===== src/rtl/piso_reg.sv =====
// UART-Tx parallel-in/serial-out stage: shifts an 11-bit pre-built frame LSB-first, one bit per baud edge.
// Optional build macro PISO_PARITY_REGEN_EN recomputes the parity bit from the latched data bits.
module piso_reg (
    input  logic        BaudOut,
    input  logic        rst,
    input  logic [10:0] frame_out,
    input  logic [1:0]  parity_type,
    input  logic        stop_bits,
    input  logic        data_length,
    input  logic        send,
    output logic        data_out,
    output logic        p_parity_out,
    output logic        tx_active,
    output logic        tx_done
);

    localparam logic [1:0] ST_IDLE  = 2'b00;
    localparam logic [1:0] ST_SHIFT = 2'b01;
    localparam logic [1:0] ST_DONE  = 2'b10;

    logic [1:0]  r_state;
    logic [10:0] r_frame;
    logic [3:0]  r_len;
    logic [3:0]  r_cnt;
    logic        r_data_out;
    logic        r_parity;
    logic        r_tx_active;
    logic        r_tx_done;

    logic        w_par_en;
    logic [3:0]  w_par_idx;
    logic [3:0]  w_len_raw;
    logic [3:0]  w_len;
    logic        w_par_bit;
    logic [10:0] w_frame_ld;
    logic        w_start;

    assign w_par_en  = (parity_type == 2'b01) || (parity_type == 2'b10);
    assign w_par_idx = data_length ? 4'd9 : 4'd8;
    assign w_len_raw = 4'd1 + (data_length ? 4'd8 : 4'd7) + {3'b000, w_par_en}
                     + (stop_bits ? 4'd2 : 4'd1);
    // 8 data + parity + 2 stop would need 12 bits; the second stop bit is dropped
    assign w_len     = (w_len_raw > 4'd11) ? 4'd11 : w_len_raw;

`ifdef PISO_PARITY_REGEN_EN
    logic [7:0] w_data_bits;

    assign w_data_bits = data_length ? frame_out[8:1] : {1'b0, frame_out[7:1]};
    assign w_par_bit   = (parity_type == 2'b01) ? ~(^w_data_bits) : (^w_data_bits);

    always_comb begin
        w_frame_ld = frame_out;
        if (w_par_en)
            w_frame_ld[w_par_idx] = w_par_bit;
    end
`else
    assign w_par_bit  = frame_out[w_par_idx];
    assign w_frame_ld = frame_out;
`endif

    // The edge leaving DONE already behaves as IDLE, so a held send gives a one-period gap
    assign w_start = send && ((r_state == ST_IDLE) || (r_state == ST_DONE));

    always_ff @(posedge BaudOut) begin
        if (!rst) begin
            r_state     <= ST_IDLE;
            r_cnt       <= 4'd0;
            r_data_out  <= 1'b1;
            r_parity    <= 1'b0;
            r_tx_active <= 1'b0;
            r_tx_done   <= 1'b0;
        end else begin
            case (r_state)
                ST_SHIFT: begin
                    if (r_cnt < r_len) begin
                        r_data_out <= r_frame[r_cnt];
                        r_cnt      <= r_cnt + 4'd1;
                    end else begin
                        r_state     <= ST_DONE;
                        r_cnt       <= 4'd0;
                        r_data_out  <= 1'b1;
                        r_tx_active <= 1'b0;
                        r_tx_done   <= 1'b1;
                    end
                end
                default: begin
                    r_tx_done <= 1'b0;
                    if (w_start) begin
                        r_state     <= ST_SHIFT;
                        r_frame     <= w_frame_ld;
                        r_len       <= w_len;
                        r_cnt       <= 4'd1;
                        r_data_out  <= w_frame_ld[0];
                        r_tx_active <= 1'b1;
                        r_parity    <= w_par_en ? w_par_bit : 1'b0;
                    end else begin
                        r_state     <= ST_IDLE;
                        r_data_out  <= 1'b1;
                        r_tx_active <= 1'b0;
                    end
                end
            endcase
        end
    end

    assign data_out     = r_data_out;
    assign p_parity_out = r_parity;
    assign tx_active    = r_tx_active;
    assign tx_done      = r_tx_done;

endmodule


===== config.mk =====
export PLATFORM = sky130hd
export DESIGN_NAME = piso_reg
export DESIGN_NICKNAME = d
export VERILOG_FILES = /design/src/rtl/piso_reg.sv
export SDC_FILE = /design/constraint.sdc
export NUM_CORES = 1
export LEC_CHECK = 0
export BUFFER_PORTS_ARGS = -buffer_cell sky130_fd_sc_hd__buf_4
export CORE_ASPECT_RATIO = 0.8
export CORE_MARGIN = 5
export CORE_UTILIZATION = 32
export CTS_CLUSTER_DIAMETER = 120
export DETAILED_ROUTE_END_ITERATION = 12
export HOLD_SLACK_MARGIN = 0.1
export PLACE_DENSITY_LB_ADDON = 0.15
export SYNTH_ARGS = -nofsm -noshare
export SYNTH_HDL_FRONTEND = slang
export SYNTH_SLANG_ARGS = --single-unit

===== constraint.sdc =====
create_clock -name BaudOut -period 4.5 [get_ports BaudOut]
set_input_delay 0 -clock BaudOut [delete_from_list [all_inputs] [get_ports BaudOut]]
set_output_delay 0 -clock BaudOut [all_outputs]
set_load 0.1 [all_outputs]

# Word level (Yosys, flattened, before mapping)
# Index checks and enable logic that the tools add are counted.
# classes
add_sub_neg	4
multipliers	0
div	0
n_lt_le_gt_ge	4
eq_ne	5
shift	0
mux	20
n_bitwise	1
n_reduce_logical	8
# ops
cell	count
4-bit two-way mux	4
1-bit two-way mux	11
4-bit by 5-bit < comparator with 1-bit output (second input constant)	2
1-bit binary-select mux with 4-bit select	2
2-bit two-way mux	3
1-bit by 4-bit adder with 4-bit output (first input constant)	1
4-bit by 1-bit adder with 4-bit output	1
4-bit by 1-bit adder with 4-bit output (second input constant)	1
4-bit by 2-bit adder with 4-bit output	1
2-bit by 1-bit == test with 1-bit output (second input constant)	2
2-bit == test (second input constant)	2
4-bit > comparator (second input constant)	1
4-bit < comparator	1
2-bit AND reduction	2
3-bit AND reduction	1
2-bit zero test	1
1-bit logical OR	2
2-bit inequality test (second input constant)	1
2-bit nonzero test	1
1-bit logical AND	1
1-bit NOT	1
# word_totals
register_bits	25
latchBits	0
ram_bits	0
rom_bits	0
inputBits	18
output_inout_bits	4
elab_cells	50
memories	0

# Depth between registers and ports, before layout
# logic_depth
word_depth	5
ltp_mapped	9

# Worst setup path after synthesis
# No wires, ideal clock.
# synth_path
path_type	reg2reg
from	reg r_state[0]
to	reg r_cnt[0]
arrival_ns	1.736
required_ns	4.414
path_slack_ns	2.678
path_stages_with_launch	5
n_path_buf	0
synth_period_minus_slack_ns	1.822
path_cell_list	dfxtp_1 -> nor2b_1 -> o211a_1 -> nor3_1 -> a211oi_1
# synth_between
elab_chain_cells	4
elab_cells_between_ends	7
# synth_rtl
item	line	text
from (decl)	21	logic [1:0] r_state;
from (signal assigned)	66	r_state <= ST_IDLE;
from (signal assigned)	79	r_state <= ST_DONE;
from (signal assigned)	89	r_state <= ST_SHIFT;
2-bit == test / 2-bit zero test (equally long branches)	62	assign w_start = send && ((r_state == ST_IDLE) || (r_state == ST_DONE));
1-bit logical OR	62	
1-bit logical AND	62	
2-bit nonzero test (no line)	--	
to (signal assigned)	77	r_cnt <= r_cnt + 4'd1;
to (decl)	24	logic [3:0] r_cnt;
# Parallel ways exist; a longest one is shown, timed or not.
# A chain may end at the register's enable or synchronous reset.

# Worst setup path after layout
# layout_path
from	reg r_cnt[1]
to	reg r_data_out, in the netlist data_out
# layout_between
elab_chain_cells	4
elab_cells_between_ends	5
# layout_rtl
item	line	text
1-bit binary-select mux with 4-bit select	76	r_data_out <= r_frame[r_cnt];
1-bit two-way mux (implied by the code)	76	
1-bit two-way mux *	75	if (r_cnt < r_len) begin
1-bit two-way mux *	73	case (r_state)
to (signal assigned)	76	
to (signal assigned)	93	r_data_out <= w_frame_ld[0];
to (decl)	25	logic r_data_out;
# Mark *: on every way between the ends. The rest lies on a longest branch, timed or not. The select of a mux whose other input is x is not followed.

==> out/qor.yml <==
worstMarginPinSlew_ns: 0.552
min_path_type: "input pin to register"
setup_viol: 0
placement.io_buffers: 21
min_period_ns: 1.74
synth_seq_area_share_pct: 53.7
first_pass_iters: 4
nets: 165
synth_nets: 129
grt_pass1_vias: 825
multi_input_area_um2: 483
clkTransAtPathRegs_ns: 0.08
synth.most_common_cell: "edfxtp_1"
synth_edf_count: 15
ys_warn_count: 0
worst_setup_path_start_kind: "register"
cp_top_family: "compound AO/OA/AOI/OAI gates"
tns_ns: 0
n_antenna_cell: 0
cts_buffer_depth: 2
drc: 0
die_h_um: 64.2
gr-total-overflow: 0
hpwl_um: 1650
viasPerCell: 4.55
fill_cells: 320
leakage_nw: 0.643
setup_slack_ns: 2.76
clock_skew_ns: 0.00164
p_per_area_nw_per_um2: 351
cts_root_buf: "clkbuf_8"
yosys.area.top_type_share_pct: 38.3
postSynthAreaPerCell_um2: 11.7
crit_chain: "ha_1, o211ai_1, o21ai_0, a311oi_1, a21oi_1"
drive_above_1_share_pct: 20.0
cp_data_arrival_time_ns: 1.89
synth_area_leaders: "edfxtp_1 38%, dfxtp_1 15%, ha_1 11%"
peakVddDrop_v: 0.000171
clock_sinks: 24
synthTopCellsByCount: "15 x edfxtp_1, 12 x inv_1, 10 x ha_1"
cts_tree: "yes"
clk_latency_ns: 0.26
grt_max_degree: 16
fp.dieW_um: 77.7
ioPinCount: 22
critical_path_buf_inv_count: 0
cp.required_ns: 4.65
fmax_mhz: 573
hold_viol_final: 0
postRouteAntennaNets: 0
end_kind: "register"
fin_total_pwr_mw: 0.548
rsz0062_at_grt: "no"
critical-path-max-stage-delay_ns: 0.57
htree_levels: 1
async_flop_share_pct: 0
drt-total-wl_um: 2180
syn_to_final_growth_pct: 32.8
critPathKind: "register to register"
ys_ff_latch: 24
path_max_fanout: 9
crit_slowest_cell: "dfxtp_1"
synth_cell_types: 28
yosysTopAreaCell: "edfxtp_1"
cts_made_buffers: 3
regArea_um2: 631
status: "completed"
final.period_utilization_pct: 38.8
synth.cell_area_um2: 1170
utilization_pct: 44.6
synth_flop_cell: "edfxtp_1"
dieArea_um2: 4990
initial_core_util_pct: 33.6
cts-resized-gates: 0
track_usage_pct: 9.46
core_um2: 3490
synth_cells: 100
grt_pass1_wl_um: 3750
max_cap_violations: 0
wl_per_cell_um: 12.3
relSlewSlack_pct: 63.2
placementRows: 19
antenna_found_initial: 0
drt_iter0_markers: 25
vias: 805
drv_slew: 0
dp_slack_ns: 2.72
gp_congestion: 0.811
==> final timing paths <==
check / depth (start not counted) / slack [ns] / startpoint / end
hold / removal: 2 / 0.12 / data_length / r_len[3]
setup reg to reg: 5 / 2.76 / r_cnt[1] / data_out
hold reg to reg: 2 / 0.49 / tx_done / tx_done
setup / recovery: 5 / 2.76 / r_cnt[1] / data_out
==> routing by layer <==
| layer | vias up | GRT usage [%] | part of all wire [%] |
|---|---|---|---|
| li1 | 422 | - | - |
| met5 | - | 0 | 0 |
| met1 | 364 | 12.7 | 49 |
| met2 | 17 | 14.7 | 47 |
| met4 | 0 | 1.93 | 0.55 |
| met3 | 2 | 3.37 | 3.3 |
==> layout by cell type, fill, tap and decap left out, types with 2 or more instances in the layout <==
cell,instances
nand3_1,2
a21oi_1,2
xnor2_1,3
buf_4,21
a311oi_1,2
nand2_1,7
clkbuf_8,3
mux2i_1,4
inv_1,12
nand3b_1,3
o21ai_0,2
dfxtp_1,9
nor2_1,8
o211ai_1,2
ha_1,10
edfxtp_1,15
dlygate4sd3_1,12
nor2b_1,4
a31oi_1,3
==> stage by stage <==
stage	instance area [µm²]	hold slack [ns]	cells
after floorplan	1170	0.0989	100
after global placement	1370	0.178	161
after detailed placement	1370	0.179	161
after CTS	1560	0.108	177
after global routing	1560	0.108	177
final	1560	0.115	177
==> power breakdown <==
| group | leakage, nW | internal [mW] | switching [mW] | total (mW) |
|---|---|---|---|---|
| registers | 0.212 | 0.249 | 0.00920 | 0.259 |
| clock network | 0.0357 | 0.119 | 0.0683 | 0.187 |
| logic | 0.395 | 0.0451 | 0.0572 | 0.102 |
| total | 0.643 | 0.413 | 0.135 | 0.548 |
==> flip-flops by register name, indices dropped and copies added (netlist names) <==
signal / count
data_out: 1
p_parity_out: 1
r_cnt: 4
r_frame: 11
r_len: 4
r_state: 2
tx_done: 1
==> timing repair <==
action | in CTS | in global routing
hold buffers | 12 | 0
setup buffers | 0 | 0
hold endpoints to repair | 17 | 0
==> cells by family after synthesis <==
logic type / Yosys count / share of synthesized area [%]
AND/OR/NAND/NOR: 27 / 11.3
flip-flops: 24 / 53.7
AO/OA/AOI/OAI: 15 / 8.95
buffers and inverters: 14 / 5.22
adder cells (fa/ha/maj): 11 / 12.4
multiplexers: 6 / 6.28
XOR/XNOR: 3 / 2.24
==> layout make-up <==
type / instances / area share, %
clock inverters: 1 / 1.92
inverters: 12 / 2.89
well taps: 42 / 3.37
flip-flops and latches: 24 / 40.4
repair buffers: 33 / 17.8
clock buffers: 3 / 2.65
multi-input cells: 62 / 31.0
(Power assumes the default switching activity.)
